[config.mk]
export PLATFORM = sky130hd
export DESIGN_NAME = i2c_target_regs_flat
export DESIGN_NICKNAME = d
export VERILOG_FILES = /design/src/rtl/i2c_target_regs_if.sv /design/src/rtl/i2c_target_regs.sv /design/src/flat_wrapper.sv
export SDC_FILE = /design/constraint.sdc
export NUM_CORES = 1
export LEC_CHECK = 0
export CELL_PAD_IN_SITES_DETAIL_PLACEMENT = 0
export CELL_PAD_IN_SITES_GLOBAL_PLACEMENT = 1
export CORE_AREA = 2 2 95 165
export CTS_CLUSTER_SIZE = 8
export DETAILED_ROUTE_END_ITERATION = 16
export DIE_AREA = 0 0 97 167
export MAX_ROUTING_LAYER = met4
export PLACE_DENSITY_LB_ADDON = 0.12
export SLEW_MARGIN = 20
export SYNTH_ARGS = -nofsm -noshare
export SYNTH_HDL_FRONTEND = slang
export SYNTH_SLANG_ARGS = --single-unit
[constraint.sdc]
create_clock -name clk -period 11 [get_ports clk]
set_input_delay 1.1 -clock clk [delete_from_list [all_inputs] [get_ports clk]]
set_output_delay 1.1 -clock clk [all_outputs]
set_load 0.02 [all_outputs]
[src/rtl/i2c_target_regs_if.sv]
// ---------------------------------------------------------------------------
// i2c_target_regs_if
// Bus bundle between an I2C master (or bench) and the i2c_target_regs block.
//   scl_i        bus SCL as seen on the wire
//   sda_i        bus SDA as seen on the wire
//   sda_o        open-drain SDA drive from the target (0 pulls low, 1 releases)
//   reg_wr_valid one-clk strobe for each byte committed to the register file
//   reg_wr_addr  register index of the committed byte
//   reg_wr_data  committed byte
//   busy         target is inside an accepted transfer
// Modports: slave = the target block, master = the bus/fabric side.
// ---------------------------------------------------------------------------
interface i2c_target_regs_if;
  localparam int unsigned DATA_W = 8;

  logic              scl_i;
  logic              sda_i;
  logic              sda_o;
  logic              reg_wr_valid;
  logic [DATA_W-1:0] reg_wr_addr;
  logic [DATA_W-1:0] reg_wr_data;
  logic              busy;

  modport slave (
    input  scl_i, sda_i,
    output sda_o, reg_wr_valid, reg_wr_addr, reg_wr_data, busy
  );

  modport master (
    output scl_i, sda_i,
    input  sda_o, reg_wr_valid, reg_wr_addr, reg_wr_data, busy
  );
endinterface

[src/rtl/i2c_target_regs.sv]
// ---------------------------------------------------------------------------
// i2c_target_regs
// I2C target with an internal 8-bit register file. Oversamples SCL/SDA on clk,
// decodes START/STOP, address + R/W, register pointer, write and read bytes,
// and answers ACKs / read data on the open-drain SDA drive.
//
// Ports:
//   clk  system oversampling clock (>= 8x SCL rate)
//   rst  asynchronous active-high reset
//   bus  i2c_target_regs_if.slave: scl_i, sda_i, sda_o, reg_wr_valid,
//        reg_wr_addr, reg_wr_data, busy
//
// Parameters: TARGET_ADDR (7-bit address), NUM_REGS (power of 2, 2..256),
//             SYNC_STAGES (>= 2).
// Optional feature: define I2C_TARGET_AUTOINC_EN to auto-increment the
// register pointer after each committed write byte and each ACKed read byte.
// ---------------------------------------------------------------------------
module i2c_target_regs #(
  parameter logic [6:0]  TARGET_ADDR = 7'h08,
  parameter int unsigned NUM_REGS    = 16,
  parameter int unsigned SYNC_STAGES = 2
) (
  input logic              clk,
  input logic              rst,
  i2c_target_regs_if.slave bus
);

  localparam int unsigned PTR_W = $clog2(NUM_REGS);

  typedef enum logic [3:0] {
    ST_IDLE,
    ST_ADDR,
    ST_ADDR_ACK,
    ST_REG,
    ST_REG_ACK,
    ST_WDATA,
    ST_WDATA_ACK,
    ST_RDATA,
    ST_RDATA_ACK,
    ST_WAIT_STOP
  } state_t;

  state_t state, state_nxt;

  logic [SYNC_STAGES-1:0] scl_sync, sda_sync;
  logic                   scl_p, sda_p;
  logic                   scl_s, sda_s;
  logic                   scl_rise, scl_fall, start_det, stop_det;

  logic [7:0]       shreg;
  logic [7:0]       shift_in;
  logic [2:0]       bit_cnt;
  logic [PTR_W-1:0] ptr, ptr_next;
  logic             rw;
  logic             ack_phase;
  logic [7:0]       regs [NUM_REGS];

  logic       sda_q, busy_q, wr_valid_q;
  logic [7:0] wr_addr_q, wr_data_q;
  logic       sda_nxt, busy_nxt, wr_valid_nxt;
  logic [7:0] wr_addr_nxt, wr_data_nxt;

  // Synchronizers plus one history flop; idle bus level is high.
  always_ff @(posedge clk or posedge rst) begin
    if (rst) begin
      scl_sync <= '1;
      sda_sync <= '1;
      scl_p    <= 1'b1;
      sda_p    <= 1'b1;
    end else begin
      scl_sync <= {scl_sync[SYNC_STAGES-2:0], bus.scl_i};
      sda_sync <= {sda_sync[SYNC_STAGES-2:0], bus.sda_i};
      scl_p    <= scl_sync[SYNC_STAGES-1];
      sda_p    <= sda_sync[SYNC_STAGES-1];
    end
  end

  assign scl_s     = scl_sync[SYNC_STAGES-1];
  assign sda_s     = sda_sync[SYNC_STAGES-1];
  assign scl_rise  = scl_s & ~scl_p;
  assign scl_fall  = ~scl_s & scl_p;
  assign start_det = scl_s & scl_p & sda_p & ~sda_s;
  assign stop_det  = scl_s & scl_p & ~sda_p & sda_s;
  assign shift_in  = {shreg[6:0], sda_s};

`ifdef I2C_TARGET_AUTOINC_EN
  assign ptr_next = ptr + PTR_W'(1);
`else
  assign ptr_next = ptr;
`endif

  // State register.
  always_ff @(posedge clk or posedge rst) begin
    if (rst) state <= ST_IDLE;
    else     state <= state_nxt;
  end

  // Next-state logic; START/STOP override any bit-level progress.
  always_comb begin
    state_nxt = state;
    if (start_det) begin
      state_nxt = ST_ADDR;
    end else if (stop_det) begin
      state_nxt = ST_IDLE;
    end else begin
      case (state)
        ST_ADDR: if (scl_rise && bit_cnt == 3'd7)
                   state_nxt = (shift_in[7:1] == TARGET_ADDR) ? ST_ADDR_ACK : ST_WAIT_STOP;
        ST_ADDR_ACK: if (scl_fall && ack_phase)
                       state_nxt = rw ? ST_RDATA : ST_REG;
        ST_REG:       if (scl_rise && bit_cnt == 3'd7) state_nxt = ST_REG_ACK;
        ST_REG_ACK:   if (scl_fall && ack_phase) state_nxt = ST_WDATA;
        ST_WDATA:     if (scl_rise && bit_cnt == 3'd7) state_nxt = ST_WDATA_ACK;
        ST_WDATA_ACK: if (scl_fall && ack_phase) state_nxt = ST_WDATA;
        ST_RDATA:     if (scl_rise && bit_cnt == 3'd7) state_nxt = ST_RDATA_ACK;
        ST_RDATA_ACK: if (scl_rise) state_nxt = sda_s ? ST_WAIT_STOP : ST_RDATA;
        default:      state_nxt = state;
      endcase
    end
  end

  // Output next values; SDA only moves on the clk after an SCL fall.
  always_comb begin
    sda_nxt      = sda_q;
    busy_nxt     = busy_q;
    wr_valid_nxt = 1'b0;
    wr_addr_nxt  = wr_addr_q;
    wr_data_nxt  = wr_data_q;
    if (start_det) begin
      sda_nxt  = 1'b1;
      busy_nxt = 1'b1;
    end else if (stop_det) begin
      sda_nxt  = 1'b1;
      busy_nxt = 1'b0;
    end else begin
      case (state)
        ST_ADDR_ACK, ST_REG_ACK, ST_WDATA_ACK: begin
          // First fall asserts ACK; second fall ends it and, for a read,
          // already presents the MSB of the first data byte.
          if (scl_fall) begin
            if (!ack_phase)                    sda_nxt = 1'b0;
            else if (state == ST_ADDR_ACK && rw) sda_nxt = regs[ptr][7];
            else                               sda_nxt = 1'b1;
          end
        end
        ST_WDATA: begin
          if (scl_rise && bit_cnt == 3'd7) begin
            wr_valid_nxt = 1'b1;
            wr_addr_nxt  = 8'(ptr);
            wr_data_nxt  = shift_in;
          end
        end
        ST_RDATA:     if (scl_fall) sda_nxt = shreg[3'd7 - bit_cnt];
        ST_RDATA_ACK: if (scl_fall) sda_nxt = 1'b1;
        default:      sda_nxt = 1'b1;
      endcase
    end
  end

  // Registered outputs.
  always_ff @(posedge clk or posedge rst) begin
    if (rst) begin
      sda_q      <= 1'b1;
      busy_q     <= 1'b0;
      wr_valid_q <= 1'b0;
      wr_addr_q  <= 8'h00;
      wr_data_q  <= 8'h00;
    end else begin
      sda_q      <= sda_nxt;
      busy_q     <= busy_nxt;
      wr_valid_q <= wr_valid_nxt;
      wr_addr_q  <= wr_addr_nxt;
      wr_data_q  <= wr_data_nxt;
    end
  end

  // Datapath: shift register, bit counter, pointer and register file.
  always_ff @(posedge clk or posedge rst) begin
    if (rst) begin
      shreg     <= 8'h00;
      bit_cnt   <= 3'd0;
      ptr       <= '0;
      rw        <= 1'b0;
      ack_phase <= 1'b0;
      for (int i = 0; i < int'(NUM_REGS); i++) regs[i] <= 8'h00;
    end else if (start_det || stop_det) begin
      bit_cnt   <= 3'd0;
      ack_phase <= 1'b0;
    end else begin
      case (state)
        ST_ADDR: begin
          if (scl_rise) begin
            shreg   <= shift_in;
            bit_cnt <= bit_cnt + 3'd1;
            if (bit_cnt == 3'd7) rw <= sda_s;
          end
        end
        ST_ADDR_ACK, ST_REG_ACK, ST_WDATA_ACK: begin
          if (scl_fall) begin
            ack_phase <= ~ack_phase;
            if (state == ST_ADDR_ACK && ack_phase && rw) shreg <= regs[ptr];
          end
        end
        ST_REG: begin
          if (scl_rise) begin
            shreg   <= shift_in;
            bit_cnt <= bit_cnt + 3'd1;
            if (bit_cnt == 3'd7) ptr <= shift_in[PTR_W-1:0];
          end
        end
        ST_WDATA: begin
          if (scl_rise) begin
            shreg   <= shift_in;
            bit_cnt <= bit_cnt + 3'd1;
            if (bit_cnt == 3'd7) begin
              regs[ptr] <= shift_in;
              ptr       <= ptr_next;
            end
          end
        end
        ST_RDATA: if (scl_rise) bit_cnt <= bit_cnt + 3'd1;
        ST_RDATA_ACK: begin
          if (scl_rise && !sda_s) begin
            shreg <= regs[ptr_next];
            ptr   <= ptr_next;
          end
        end
        default: ;
      endcase
    end
  end

  assign bus.sda_o        = sda_q;
  assign bus.busy         = busy_q;
  assign bus.reg_wr_valid = wr_valid_q;
  assign bus.reg_wr_addr  = wr_addr_q;
  assign bus.reg_wr_data  = wr_data_q;

endmodule

[src/flat_wrapper.sv]
// flat-port wrapper written by rule: the top's interface ports become plain ports
module i2c_target_regs_flat 
#(
  parameter logic [6:0]  TARGET_ADDR = 7'h08,
  parameter int unsigned NUM_REGS    = 16,
  parameter int unsigned SYNC_STAGES = 2
)
  (clk, rst, bus_scl_i, bus_sda_i, bus_sda_o, bus_reg_wr_valid, bus_reg_wr_addr, bus_reg_wr_data, bus_busy);
  i2c_target_regs_if bus_i ();
  input logic clk;
  input logic rst;
  input wire logic [$bits(bus_i.scl_i)-1:0] bus_scl_i;
  input wire logic [$bits(bus_i.sda_i)-1:0] bus_sda_i;
  output wire logic [$bits(bus_i.sda_o)-1:0] bus_sda_o;
  output wire logic [$bits(bus_i.reg_wr_valid)-1:0] bus_reg_wr_valid;
  output wire logic [$bits(bus_i.reg_wr_addr)-1:0] bus_reg_wr_addr;
  output wire logic [$bits(bus_i.reg_wr_data)-1:0] bus_reg_wr_data;
  output wire logic [$bits(bus_i.busy)-1:0] bus_busy;
  assign bus_i.scl_i = bus_scl_i;
  assign bus_i.sda_i = bus_sda_i;
  assign bus_sda_o = bus_i.sda_o;
  assign bus_reg_wr_valid = bus_i.reg_wr_valid;
  assign bus_reg_wr_addr = bus_i.reg_wr_addr;
  assign bus_reg_wr_data = bus_i.reg_wr_data;
  assign bus_busy = bus_i.busy;
  i2c_target_regs #(.TARGET_ADDR(TARGET_ADDR), .NUM_REGS(NUM_REGS), .SYNC_STAGES(SYNC_STAGES)) u_core (.clk(clk), .rst(rst), .bus(bus_i));
endmodule
==> out/qor.yml, run 1 <==
clk_pin_slew_ns: 0.07
clock-sinks: 170
synth_top_area_share_pct: 50.8
gp_congestion: 0.850
rsz0062_at_grt: "false"
grt_usage_pct: 24.4
setup_tns_ns: 0
power_leakage_uw: 0.00404
hpwlAfterDp_mm: 11.5
num_vias: 4827
critPathCaptureType: "flip-flop"
synth_cells: 577
netlist_top_cells_count: "163 x dfrtp_1, 145 x mux2_2, 29 x clkbuf_1"
worstPathRequired_ns: 11.31
antenna_found_initial: 0
tritoncts: "done"
htreeDepth: 4
maxSlewHeadroom_pct: 34.9
p_comb_share_pct: 3.1
fin_skew_ns: 0.0140
fillers: 1192
die_h_um: 167
grt_pass1_vias: 5243
fmax_mhz: 337
ctsHoldBuffers: 0
cellPowerDensity_nw_per_um2: 146
grt_pass1_wl_mm: 29.6
slew_viol_final: 0
drtIter0Drc: 226
path_cells: "and4bb_1, nand2b_1, or3b_1, or3_1, mux2_4"
r2r_cells: 5
place_area_um2: 8280
yosysSeqAreaShare_pct: 53.1
seqPwrFrac_pct: 51.7
synthTopCellsByArea: "dfrtp_1 51%, mux2_2 20%, mux4_2 7.6%, dfstp_2 2.3%, mux2i_1 2.2%"
synth_seq_cells: 170
final_area_um2: 8860
worst_pin_slew_ns: 0.976
cts_resized: 0
syn_area_um2: 8030
cts_buffers: 17
ir_drop_uv: 85.0
hold_violations: 0
grt_max_degree: 99
cts_buffer_depth: 2
synthFlopType: "dfrtp_1"
p_sw_share_pct: 26.6
synth_top_area_cell: "dfrtp_1"
synth.most_common_cell: "dfrtp_1"
via_per_inst: 6.26
crit_arrival_ns: 3.27
cts_root_buffer: "clkbuf_16"
p_int_uw: 951
async_reset_ff_share_pct: 100
die-area_um2: 16200
finalCritPeriodShare_pct: 27.0
synth-edff-count: 0
dieWidth_um: 97
nets: 581
drc: 0
cp-start-kind: "flip-flop"
layout-area-overhead-vs-synth_pct: 10.3
switching_power_uw: 344
criticalPathCategory: "flip-flop to flip-flop"
drive_gt1_share_pct: 40.5
slowest_stage: "or3_1"
overflow: 0
clk_latency_ns: 0.44
routedWlPerCell_um: 23.4
worst_path_largest_cell_delay_ns: 0.61
synth_warnings: 0
port_buffers: 18
period_minus_slack_ns: 2.97
setup_viol: 0
firstDrtPassIters: 4
io_pins: 23
totalWireLength_mm: 18.1
syn_area_per_cell_um2: 13.9
rows: 59
path_max_fanout: 16
coreArea_um2: 14800
cts_setup_buffers: 0
postRouteAntennaNets: 0
start_util_pct: 54.1
status: "completed"
clockPowerShare_pct: 45.2
drv_cap: 0
antenna_cells: 0
whs_path_depth: 0
synthDistinctLibCells: 57
hp-class: "flip-flop to flip-flop"
## state kept, by name (all words and copies together), names as in the netlist
| name | count |
|---|---|
| u_core.bus.reg_wr_valid | 1 |
| u_core.sda_sync | 2 |
| u_core.bus.reg_wr_data | 8 |
| u_core.bus.reg_wr_addr | 4 |
| u_core.regs | 128 |
| u_core.bus.busy | 1 |
| u_core.scl_sync | 2 |
| u_core.bus.sda_o | 1 |
| u_core.scl_p | 1 |
| u_core.ack_phase | 1 |
| u_core.rw | 1 |
| u_core.sda_p | 1 |
| u_core.state | 4 |
| u_core.bit_cnt | 3 |
| u_core.shreg | 8 |
| u_core.ptr | 4 |
## worst paths after layout
| check | start | slack [ns] | endpoint |
|---|---|---|---|
| setup / recovery | u_core.state[3] | 8.03 | u_core.regs[109] |
| hold / removal | u_core.sda_sync[0] | 0.36 | u_core.sda_sync[1] |
| setup reg to reg | u_core.state[3] | 8.03 | u_core.regs[109] |
| hold reg to reg | u_core.sda_sync[0] | 0.36 | u_core.sda_sync[1] |
| max in group asynchronous | rst | 8.40 | u_core.state[1] |
| min in group asynchronous | rst | 1.20 | u_core.regs[57] |
## critical path: cells and delay by family, from the launching register on
kind             cells  cell delay, ns
DFF                  1            0.54
muxes                1            0.39
and+or+nand+nor      4            1.92
## cell families after synthesis
kind of cell	after synthesis	synth area share [%]
multiplexers	198	31.6
flip-flops	170	53.1
AND/OR/NAND/NOR	93	6.90
AO/OA/AOI/OAI	60	4.86
buffers and inverters	50	2.82
XOR/XNOR	3	0.327
adder cells (fa/ha/maj)	2	0.312
other	1	0.0467
## final cells by class
type                    count  area, µm²  share of cell area [%]
clock buffers              17        425                    4.80
flip-flops and latches    170       4260                    48.1
repair buffers             22        210                    2.37
multi-input cells         360       3560                    40.2
well taps                 183        229                    2.58
inverters                   4       20.0                   0.226
clock inverters            15        151                    1.71
## metrics by stage
step | hold WS, ns | cells | util (%) | setup slack [ns] | power, µW
after floorplan | 0.345 | 580 | - | 5.31 | 699
after global placement | 0.350 | 739 | 55.8 | 7.84 | 720
after detailed placement | 0.351 | 739 | 55.8 | 7.79 | 722
after CTS | 0.362 | 771 | 59.7 | 8.02 | 1310
after global routing | 0.366 | 771 | 59.7 | 7.88 | 1340
final | 0.360 | 771 | 59.7 | 8.03 | 1300
## power groups by stage
| stage | Combinational, µW | Sequential (µW) | Clock (µW) |
|---|---|---|---|
| 3_3_place_gp | 40.1 | 680 | 0 |
| 2_1_floorplan | 48.4 | 650 | 0 |
| 4_1_cts | 41.3 | 669 | 595 |
| 6_report | 40.3 | 670 | 585 |
| 3_5_place_dp | 41.0 | 681 | 0 |
| 5_1_grt | 45.8 | 671 | 622 |
## metal layers
metal	global-route usage, %	wire length [µm]	vias up	part of all wire [%]
li1	-	-	2120	-
met3	3.27	396	32	2.2
met4	11.0	643	0	3.6
met2	40.4	9450	80	52
met5	-	0	-	0
met1	30.0	7570	2595	42
## placed cells by master (no fill, tap or decap), types with 5 or more instances in the layout
| cell type | synthesis | layout |
|---|---|---|
| nor2b_1 | 9 | 9 |
| a211oi_1 | 7 | 7 |
| mux2_2 | 145 | 145 |
| a22oi_1 | 6 | 6 |
| dfstp_2 | 7 | 7 |
| mux2_4 | 8 | 8 |
| nand2b_1 | 8 | 8 |
| nor3_1 | 9 | 9 |
| mux4_2 | 27 | 27 |
| clkbuf_16 | 0 | 17 |
| nor2_1 | 18 | 18 |
| a21oi_1 | 15 | 15 |
| inv_8 | 0 | 5 |
| o21ai_0 | 8 | 8 |
| clkdlybuf4s50_1 | 0 | 18 |
| dfrtp_1 | 163 | 162 |
| nand2_1 | 16 | 16 |
| inv_6 | 0 | 6 |
| o22ai_1 | 7 | 7 |
| mux2i_1 | 18 | 18 |
Note: power is estimated with default switching activity, not from simulation.
==> inputs of run 2 (changes only) <==
CORE_AREA = 2 2 102 178   (was 2 2 95 165)
DIE_AREA = 0 0 104 180   (was 0 0 97 167)
clock period = 2.7 ns   (was 11 ns; I/O delays follow)
==> run 2 against run 1 <==
Effect of this change: sequential cell count is the same; combinational power rose to 8.5 times the previous value; via count is 1.7% higher.
==> out/qor.yml, run 2 (same netlist as run 1, synthesis figures left out) <==
status: "completed"
ir_drop_uv: 324  # +280%
setup_viol: 0  # unchanged
period_minus_slack_ns: 2.53  # -0.439 ns
crit_arrival_ns: 2.83  # -0.44 ns
die-area_um2: 18700  # +16%
maxSlewHeadroom_pct: 54.4  # +19 points
grt_pass1_vias: 5374  # +2.5%
rows: 64  # +8.5%
drive_gt1_share_pct: 43.0  # +2.5 points
cp-start-kind: "flip-flop"
slew_viol_final: 0  # unchanged
regMostFlops: "u_core.regs"
clk_pin_slew_ns: 0.06  # about the same
htreeDepth: 4  # unchanged
cts_root_buffer: "clkbuf_16"
worst_slack_ns: 0.170  # -7.86 ns
via_per_inst: 5.75  # -8.2%
port_buffers: 18  # unchanged
fin_skew_ns: 0.0103  # -0.00378 ns
largest_reg_flops: 128  # unchanged
power_leakage_uw: 0.00422  # +4.6%
worstPathRequired_ns: 3.00  # -8.31 ns
worst_path_largest_cell_delay_ns: 0.56  # -0.05 ns
drc: 0  # unchanged
io_pins: 23  # unchanged
ctsHoldBuffers: 0  # unchanged
coreArea_um2: 17300  # +17%
totalWireLength_mm: 19.3  # +6.9%
cp_num_buf_inv: 0  # unchanged
grt_max_degree: 53  # -46%
nets: 616  # +6.0%
num_vias: 4910  # +1.7%
worst_pin_slew_ns: 0.680  # -0.297 ns
drv_cap: 0  # unchanged
mostFrequentLayoutCells: "162 x dfrtp_1, 145 x mux2_2, 33 x buf_4, 27 x mux4_2"
finalCritPeriodShare_pct: 93.7  # +67 points
crit_family: "simple AND/OR/NAND/NOR gates"
rsz0062_at_grt: "false"
fillers: 1519  # +27%
start_util_pct: 46.4  # -7.7 points
clk_latency_ns: 0.43  # about the same
grt_pass1_wl_mm: 30.8  # +4.1%
criticalPathCategory: "flip-flop to flip-flop"
postRouteAntennaNets: 0  # unchanged
hpwlAfterDp_mm: 13.4  # +17%
dieWidth_um: 104  # +7.2%
overflow: 0  # unchanged
path_max_fanout: 8  # -8
critPathCaptureType: "flip-flop"
cellPowerDensity_nw_per_um2: 585  # +300%
drtIter0Drc: 282  # +25%
cts_setup_buffers: 0  # unchanged
layout-area-overhead-vs-synth_pct: 15.3
tritoncts: "done"
clock-sinks: 170  # unchanged
firstDrtPassIters: 5  # +1
path_cells: "ha_1, nand4b_1, nand2b_1, or3b_1, or3_1, mux2_4"
antenna_cells: 0  # unchanged
cts_buffers: 17  # unchanged
antenna_found_initial: 0  # unchanged
utilization_pct: 53.5  # -6.2 points
hold_violations: 0  # unchanged
gp_congestion: 0.846  # -0.41%
die_h_um: 180  # +7.8%
cts_buffer_depth: 2  # unchanged
fmax_mhz: 395  # +17%
routedWlPerCell_um: 22.6  # -3.5%
place_ws_ns: 0.175  # -7.61 ns
slowest_stage: "or3_1"
setup_tns_ns: 0  # unchanged
hp-class: "input pin to flip-flop"
final_common_cell: "dfrtp_1"
cts_resized: 0  # unchanged
grt_usage_pct: 22.5  # -2.0 points
rrSetupSlack_ns: 0.17  # -7.86 ns
[run 2: changes by cell type in the layout (fill, tap and decap cells not counted)]
cell,change
buf_12,+6
clkinvlp_4,+4
clkinv_2,-1
clkbuf_1,+5
nor4_4,-1
bufinv_16,+3
buf_4,+29
clkinv_8,-2
inv_6,-4
inv_8,-5
nor4_2,+1
[run 2: final cells by class]
cell class,count,area [µm²],share of cell area [%]
Sequential cell,170,4260,46.0
Multi-Input combinational cell,360,3550,38.4
Timing Repair Buffer,57,548,5.92
Clock buffer,22,444,4.80
Tap cell,231,289,3.12
Clock inverter,10,144,1.55
Inverter,4,18.8,0.203
[run 2: per-layer routing]
metal / share of wire [%] / routed length [µm] / GRT usage, % / vias to the layer above
li1: - / - / - / 2183
met1: 38 / 7320 / 24.7 / 2571
met2: 55 / 10600 / 39.0 / 104
met3: 2.6 / 509 / 3.08 / 52
met4: 4.6 / 889 / 12.3 / 0
met5: 0 / 0 / - / -
[run 2: worst paths after layout]
path                                    startpoint  depth (start not counted)            endpoint
worst min-delay path                     bus_sda_i                          1  u_core.sda_sync[0]
worst min register to register  u_core.scl_sync[0]                          0  u_core.scl_sync[1]
max in group asynchronous                      rst                          3  u_core.scl_sync[0]
min in group asynchronous                      rst                          2     u_core.regs[63]
worst max-delay path             u_core.bit_cnt[1]                          6    u_core.regs[105]
worst max register to register   u_core.bit_cnt[1]                          6    u_core.regs[105]
[run 2: per-stage QoR]
step	total power, µW	instances	hold WS, ns	instance area (µm²)
3_5_place_dp	3000	822	0.350	8670
5_1_grt	5630	854	0.237	9260
4_1_cts	5490	854	0.236	9260
6_report	5410	854	0.249	9260
3_3_place_gp	3000	822	0.351	8670
2_1_floorplan	2850	580	0.274	8050
[run 2: power by group]
part / leakage [µW] / total (µW) / internal (µW) / switching, µW
Clock: 0.000275 / 2460 / 1460 / 999
Sequential: 0.00234 / 2610 / 2580 / 30.5
Combinational: 0.00161 / 342 / 102 / 240
Total: 0.00422 / 5410 / 4140 / 1270
